**config.mk**
```make
export PLATFORM = sky130hd
export DESIGN_NAME = alu_op_arbiter
export DESIGN_NICKNAME = d
export VERILOG_FILES = /design/src/rtl/alu_op_arbiter.sv
export SDC_FILE = /design/constraint.sdc
export NUM_CORES = 1
export LEC_CHECK = 0
export CORE_MARGIN = 2
export CORE_UTILIZATION = 35
export CTS_BUF_LIST = sky130_fd_sc_hd__clkbuf_8
export DETAILED_ROUTE_END_ITERATION = 10
export PLACE_DENSITY = 0.77
export SYNTH_ARGS = -nofsm -noshare
export SYNTH_HDL_FRONTEND = slang
export SYNTH_SLANG_ARGS = --single-unit
```
**constraint.sdc**
```tcl
create_clock -name clk -period 1.5 [get_ports clk]
set_input_delay 0.225 -clock clk [delete_from_list [all_inputs] [get_ports clk]]
set_output_delay 0.225 -clock clk [all_outputs]
set_load 0.01 [all_outputs]
```
**src/rtl/alu_op_arbiter.sv**
```systemverilog
`timescale 1ns/1ps
`default_nettype none
// ============================================================================
// Module      : alu_op_arbiter
// Description : Shares one registered 4-bit ALU between two requesters. It
//               accepts one op at a time, pulses a single one-hot ALU control
//               and returns the captured result through a held response.
//               Optional macro ALU_ARB_RR_EN selects round-robin arbitration.
//               Without it, arbitration is fixed priority with req0 first.
// Revision    : 1.0 - initial release
// ============================================================================
module alu_op_arbiter #(
    parameter int DATA_W  = 4,
    parameter int ALU_LAT = 1
) (
    input  logic              clk,
    input  logic              reset,
    input  logic              req0_valid,
    output logic              req0_ready,
    input  logic [1:0]        req0_op,
    input  logic [DATA_W-1:0] req0_a,
    input  logic [DATA_W-1:0] req0_b,
    input  logic              req1_valid,
    output logic              req1_ready,
    input  logic [1:0]        req1_op,
    input  logic [DATA_W-1:0] req1_a,
    input  logic [DATA_W-1:0] req1_b,
    output logic              rsp_valid,
    input  logic              rsp_ready,
    output logic              rsp_id,
    output logic [DATA_W-1:0] rsp_data,
    output logic              rsp_ovf,
    output logic              alu_add,
    output logic              alu_sub,
    output logic              alu_lshift,
    output logic              alu_rshift,
    output logic [DATA_W-1:0] alu_in1,
    output logic [DATA_W-1:0] alu_in2,
    input  logic [DATA_W-1:0] alu_out,
    input  logic              alu_overflow,
    output logic              busy
);

    localparam logic [1:0] c_ST_IDLE  = 2'd0;
    localparam logic [1:0] c_ST_ISSUE = 2'd1;
    localparam logic [1:0] c_ST_WAIT  = 2'd2;
    localparam logic [1:0] c_ST_RESP  = 2'd3;

    localparam logic [1:0] c_OP_ADD = 2'b00;
    localparam logic [1:0] c_OP_SUB = 2'b01;
    localparam logic [1:0] c_OP_LSH = 2'b10;
    localparam logic [1:0] c_OP_RSH = 2'b11;

    localparam int CNT_W = (ALU_LAT < 1) ? 1 : $clog2(ALU_LAT + 1);

    logic [1:0]        r_state;
    logic [1:0]        r_op;
    logic [DATA_W-1:0] r_a;
    logic [DATA_W-1:0] r_b;
    logic              r_id;
    logic [CNT_W-1:0]  r_cnt;
    logic              r_rsp_id;
    logic [DATA_W-1:0] r_rsp_data;
    logic              r_rsp_ovf;

    logic              w_win;
    logic              w_accept;

`ifdef ALU_ARB_RR_EN
    // r_prio names the requester that wins a tie; it flips away from each winner.
    logic r_prio;

    always_ff @(posedge clk or negedge reset) begin
        if (!reset) begin
            r_prio <= 1'b0;
        end else if (w_accept) begin
            r_prio <= ~w_win;
        end
    end

    assign w_win = (req0_valid && req1_valid) ? r_prio : req1_valid;
`else
    assign w_win = ~req0_valid & req1_valid;
`endif

    // Readies are gated by reset so every output reads 0 while reset is held.
    assign w_accept   = reset && (r_state == c_ST_IDLE) && (req0_valid || req1_valid);
    assign req0_ready = w_accept & ~w_win;
    assign req1_ready = w_accept &  w_win;

    always_ff @(posedge clk or negedge reset) begin
        if (!reset) begin
            r_state    <= c_ST_IDLE;
            r_op       <= 2'b00;
            r_a        <= '0;
            r_b        <= '0;
            r_id       <= 1'b0;
            r_cnt      <= '0;
            r_rsp_id   <= 1'b0;
            r_rsp_data <= '0;
            r_rsp_ovf  <= 1'b0;
        end else begin
            case (r_state)
                c_ST_IDLE: begin
                    if (w_accept) begin
                        r_op    <= w_win ? req1_op : req0_op;
                        r_a     <= w_win ? req1_a  : req0_a;
                        r_b     <= w_win ? req1_b  : req0_b;
                        r_id    <= w_win;
                        r_state <= c_ST_ISSUE;
                    end
                end
                c_ST_ISSUE: begin
                    r_cnt   <= CNT_W'(ALU_LAT);
                    r_state <= c_ST_WAIT;
                end
                c_ST_WAIT: begin
                    if (r_cnt == CNT_W'(1)) begin
                        r_rsp_data <= alu_out;
                        r_rsp_ovf  <= alu_overflow;
                        r_rsp_id   <= r_id;
                        r_state    <= c_ST_RESP;
                    end else begin
                        r_cnt <= r_cnt - CNT_W'(1);
                    end
                end
                c_ST_RESP: begin
                    if (rsp_ready) begin
                        r_state <= c_ST_IDLE;
                    end
                end
                default: r_state <= c_ST_IDLE;
            endcase
        end
    end

    assign alu_add    = (r_state == c_ST_ISSUE) && (r_op == c_OP_ADD);
    assign alu_sub    = (r_state == c_ST_ISSUE) && (r_op == c_OP_SUB);
    assign alu_lshift = (r_state == c_ST_ISSUE) && (r_op == c_OP_LSH);
    assign alu_rshift = (r_state == c_ST_ISSUE) && (r_op == c_OP_RSH);
    assign alu_in1    = r_a;
    assign alu_in2    = r_b;

    assign rsp_valid  = (r_state == c_ST_RESP);
    assign rsp_id     = r_rsp_id;
    assign rsp_data   = r_rsp_data;
    assign rsp_ovf    = r_rsp_ovf;
    assign busy       = (r_state != c_ST_IDLE);

endmodule
`default_nettype wire

```
==> metrics, run 1 <==
status=finished with violations; failing checks=setup timing; Mean Syn Cell Area=10.8 sq um; Slew Limit Fails=0; drt wl/cell=14.5 um; Cell Area, Synth=921 sq um; Initial Util=37.2%; max-cap violations=0; Top delay family on crit path=flip-flops; DPL Wire Length=1910 um; via count=933; final hold violations=0; diode count=0; Fin Setup TNS=-0.336 ns; FFs w/ async S/R, synth=100%; Die Span Y=55.3 um; Post-route DRC=0; post-synthesis sequential area ratio=54.3%; Post-Synth Adder-Cell Area=6.79%; CTS max path bufs=2; first-pass GRT wire length=4260 um; multiplexer share of the synthesized area=9.65%; row cnt=18; Compound-Gate Fraction of Synth Area=10.7%; reg2reg path depth=5; Arr. time, crit path=1.79 ns; Critical Path, Cell by Cell=buf_4 > ha_2 > a222oi_1 > buf_4 > mux2_4; critical path fanouts, max=3; vias in the first global route=931; DRT iter0 DRCs=42; Post-Syn Nets=120; CTS tree=built; R2R Setup Slk=-0.14 ns; gpl congestion=0.715; total power=3110 uW; Synth Warn #=0; initial antenna violation count=0; Final min period=1.64 ns; Peak supply drop=0.00114 V; largest family of logic cells by synthesized area=simple AND/OR/NAND/NOR gates; unrepaired setup endpoints after global routing=true; final worst path period share=109%; simple-gate portion of the synthesized area=15.1%; Crit path depth=5; Die X=55.3 um; prevailing post-synth register cell=dfrtp_1; Final Skew=0.00119 ns; critical path endpoint category=flip-flop; Clock transition at path regs=0.07 ns; fmax=609 MHz; pwr/cell area=1850 nW/um^2; number of synthesized flops with an enable pin=0; drt pass-1 iters=4; Port Buffers=51; DRT antenna net count=0; via/cell ratio=5.07; most common cell after layout, fill and taps aside=clkdlybuf4s50_1; io pins=52; full die area=3060 sq um; final wirelength=2670 um; CP dominant cell by count=buf_4; FF+latch count, synth=20; share of cells above drive strength 1=33.8%; CP startpoint kind=flip-flop; total track usage=17.8%; final worst setup slack=-0.141 ns; HP Class=in2async; critical path buffer and inverter count=2; Layout Nets=190; Worst slew margin=79.1%; Post-Syn Instances=85; distinct cell type count after synthesis=19; setup violators final=6; CTS HTree Levels=1; commonest non-fill, non-tap cells in the layout=clkdlybuf4s50_1, nand2_1, dfrtp_1; critical path's slowest cell=dfrtp_1; gr ovfl total=0; Leak=0.000796 uW; Least-Margin Pin Slew=0.313 ns; clock tree root buffer cell=clkbuf_8; dpl cells=175; Required @ worst endpoint=1.65 ns; clk_lat worst skew=0.26 ns; core area=2480 sq um; clk sinks=20; maximum single-stage delay on the critical path=0.41 ns; Synth Area in XOR/XNOR=0%; Final Non-Filler Cells=184; critical path class=reg2reg; largest net degree at the start of global routing=20; Num CTS Buffers=3; P&R area growth vs syn=82.5%; Final Util=67.8%
path summary, 6_finish.rpt:
path / startpoint / to
worst max-delay path: r_state[0] / r_state[1]
min in group clk: req0_a[1] / alu_in1[1]
worst min-delay path: reset / alu_in2[2]
worst min register to register: r_id / r_id
max in group asynchronous: reset / alu_in1[3]
worst max register to register: r_state[0] / r_state[1]
cell families after synthesis:
kind of cell             after synthesis
AND/OR/NAND/NOR                       31
flip-flops                            20
AO/OA/AOI/OAI                         13
buffers and inverters                  8
multiplexers                           8
adder cells (fa/ha/maj)                5
metrics by stage:
step / cell area [sq um] / hold WS [ns] / setup slack [ns]
floorplan: 933 / -0.0706 / -0.0632
global placement: 1560 / 0.474 / -0.281
detailed placement: 1560 / 0.480 / -0.307
CTS: 1620 / 0.341 / -0.107
global route: 1680 / 0.374 / -0.205
finish: 1680 / 0.352 / -0.141
final cells by class:
cell class | count | area, sq um
fill | 198 | 797
clock buffer | 4 | 55.1
timing repair buffer | 68 | 608
tap | 30 | 37.5
inverter | 5 | 18.8
multi-input combinational | 57 | 460
sequential | 20 | 500
sequential cells by signal (all words and copies together) (netlist names):
signal,count
r_state,2
r_cnt,1
alu_in2,4
rsp_data,4
r_id,1
rsp_id,1
alu_in1,4
rsp_ovf,1
r_op,2
synthesized netlist by cell type, types with 2 or more instances:
library cell	count	area share (%)
ha_1	5	6.8
inv_1	5	2.0
dfrtp_1	20	54
a22oi_1	10	8.2
nand2_1	22	9.0
clkbuf_1	2	0.82
and3_1	2	1.4
nor2_1	3	1.2
mux2_2	6	7.3
where the power goes:
| part | leakage [uW] | internal, uW | total [uW] | switching [uW] |
|---|---|---|---|---|
| combinational | 0.000527 | 1040 | 1720 | 680 |
| clock | 0.0000288 | 234 | 414 | 180 |
| sequential | 0.000240 | 792 | 968 | 176 |
| total | 0.000796 | 2070 | 3110 | 1040 |
routing by layer:
metal / share of wire (%) / GRT usage, %
met5: 0 / 0
met1: 37 / 20.6
met3: 6.1 / 4.92
met2: 53 / 29.9
met4: 3.1 / 9.41
repair_timing:
item	4_1_cts	5_1_grt
resized for setup	36	12
buffers inserted	4	1
pin swaps	2	2
cloned	0	0
hold buffers	0	0
endpoints found under the setup margin	16	18
Note: power is estimated with default switching activity, not from simulation.
==> run 2: changes to the inputs <==
--- a/config.mk
+++ b/config.mk
@@ -5,6 +5,7 @@
 export SDC_FILE = /design/constraint.sdc
 export NUM_CORES = 1
 export LEC_CHECK = 0
+export CORE_ASPECT_RATIO = 0.5
 export CORE_MARGIN = 2
 export CORE_UTILIZATION = 35
 export CTS_BUF_LIST = sky130_fd_sc_hd__clkbuf_8
==> run 2 against run 1 <==
Die area rose by 0.81%. Clock power fell by 17%. Design area fell by 1.9%. First-iteration DRC count fell by 9.5%. The run still ends with setup timing left. Clock skew rose by 0.00096 ns. Via count fell by 8.9%. Largest power group unchanged.
==> metrics, run 2 (synthesis gave the netlist of run 1 again) <==
via/cell ratio=4.47 (-12%); Arr. time, crit path=1.71 ns (-0.08 ns); unrepaired setup endpoints after global routing=true; Sw Ratio=33.1% (-0.23 points); Port Buffers=51 (unchanged); final wirelength=2400 um (-10%); Comb power frac=55.9% (+0.4 points); vias in the first global route=754 (-19%); DPL Wire Length=1910 um (about the same); largest net degree at the start of global routing=15 (-25%); most common cell after layout, fill and taps aside=clkdlybuf4s50_1; gpl congestion=0.777 (+8.7%); Int Pwr=1960 uW (-5.5%); core area=2550 sq um (+3.1%); fmax=639 MHz (+4.8%); Post-route DRC=0 (unchanged); # hold bufs at CTS=0 (unchanged); clk_lat worst skew=0.26 ns (about the same); failing checks=setup timing; max-cap violations=0 (unchanged); final worst path period share=104% (-5.0 points); io pins=52 (unchanged); Leak=0.000778 uW (-2.2%); diode count=0 (unchanged); drt wl/cell=12.6 um (-13%); status=finished with violations; pwr/cell area=1770 nW/um^2 (-4.0%); R2R Setup Slk=-0.07 ns (+0.07 ns); sequential power share=32.3% (+1.1 points); setup violators final=6 (unchanged); CP startpoint kind=flip-flop; initial antenna violation count=0 (unchanged); clk sinks=20 (unchanged); share of cells above drive strength 1=28.1% (-5.7 points); DRT iter0 DRCs=38 (-9.5%); Worst slew margin=75.7% (-3.4 points); Die X=76.5 um (+38%); drt pass-1 iters=4 (unchanged); CTS max path bufs=2 (unchanged); gr ovfl total=0 (unchanged); Num CTS Buffers=3 (unchanged); Die Span Y=40.3 um (-27%); Clock transition at path regs=0.07 ns (about the same); HP Class=in2async; Clk network pwr share=11.8% (-1.5 points); DRT antenna net count=0 (unchanged); via count=850 (-8.9%); final worst setup slack=-0.0660 ns (+0.0748 ns); WHS=0.328 ns (-0.0237 ns); total track usage=16.3% (-1.5 points); Required @ worst endpoint=1.64 ns (about the same); Least-Margin Pin Slew=0.364 ns (+0.0510 ns); critical path fanouts, max=3 (unchanged); commonest non-fill, non-tap cells in the layout=clkdlybuf4s50_1, nand2_1, dfrtp_1; CTS HTree Levels=1 (unchanged); Final min period=1.57 ns (-0.0748 ns); Slew Limit Fails=0 (unchanged); first-pass GRT wire length=3620 um (-15%); Layout Nets=190 (unchanged); critical path class=reg2reg; final hold violations=0 (unchanged); Peak supply drop=0.000714 V (-38%); Initial Util=36.1% (-1.1 points); row cnt=13 (-5); CTS tree=built; Final Skew=0.00215 ns (+0.000956 ns); critical path endpoint category=flip-flop; full die area=3080 sq um (+0.81%); clock tree root buffer cell=clkbuf_8; Final Util=64.6% (-3.3 points); Net Switching=970 uW (-6.4%); P&R area growth vs syn=79.1%
[run 2: path summary, 6_finish.rpt]
kind                            start          to  cells past startpoint
setup / recovery           r_state[1]  r_state[1]                      4
hold reg to reg            alu_in2[2]  alu_in2[2]                      2
setup reg to reg           r_state[1]  r_state[1]                      4
min in group clk            req0_b[3]  alu_in2[3]                      3
max in group asynchronous       reset  alu_in1[1]                      2
hold / removal                  reset        r_id                      2
[run 2: metrics by stage]
| stage | setup slack, ns | instances | area [sq um] | TNS, ns | total power, uW |
|---|---|---|---|---|---|
| 6_report | -0.0660 | 190 | 1650 | -0.124 | 2930 |
| 5_1_grt | -0.153 | 190 | 1650 | -0.706 | 3130 |
| 4_1_cts | -0.101 | 187 | 1610 | -0.249 | 2860 |
| 3_5_place_dp | -0.282 | 182 | 1570 | -1.99 | 2500 |
| 3_3_place_gp | -0.272 | 182 | 1570 | -1.49 | 2440 |
| 2_1_floorplan | -0.0632 | 85 | 933 | -0.0632 | 1630 |
[run 2: power by group through the flow]
stage,logic (uW),registers (uW),clock network (uW)
after detailed placement,1560,949,0
final,1640,944,345
after CTS,1570,941,352
after floorplan,612,1020,0
after global routing,1780,973,379
after global placement,1520,929,0
[run 2: repair_timing]
action / 4_1_cts / 5_1_grt
pin swaps: 2 / 2
buffers inserted: 2 / 3
resized for setup: 33 / 6
cloned: 0 / 0
setup endpoints to repair: 16 / 14
[run 2: routing by layer]
layer  up-vias  global-route usage (%)  wire length [um]  share of wire [%]
met5         -                       0                 0                  0
met1       405                    20.7              1080                 45
met2        10                    27.2              1220                 51
li1        431                       -                 -                  -
met3         4                    4.28                57                2.4
met4         0                    8.18                48                2.0
[run 2: layout make-up]
type	count	area (sq um)
Inverter	5	18.8
Sequential cell	20	500
Tap cell	37	46.3
Fill cell	225	905
Multi-Input combinational cell	57	437
Timing Repair Buffer	68	606
Clock buffer	3	41.3
[run 2: worst max-delay path, cell delays in order, from the launching register on]
cell and delay [ns]:
dfrtp_1 0.39, buf_4 0.15, ha_2 0.17, a222oi_1 0.38, mux2_1 0.36
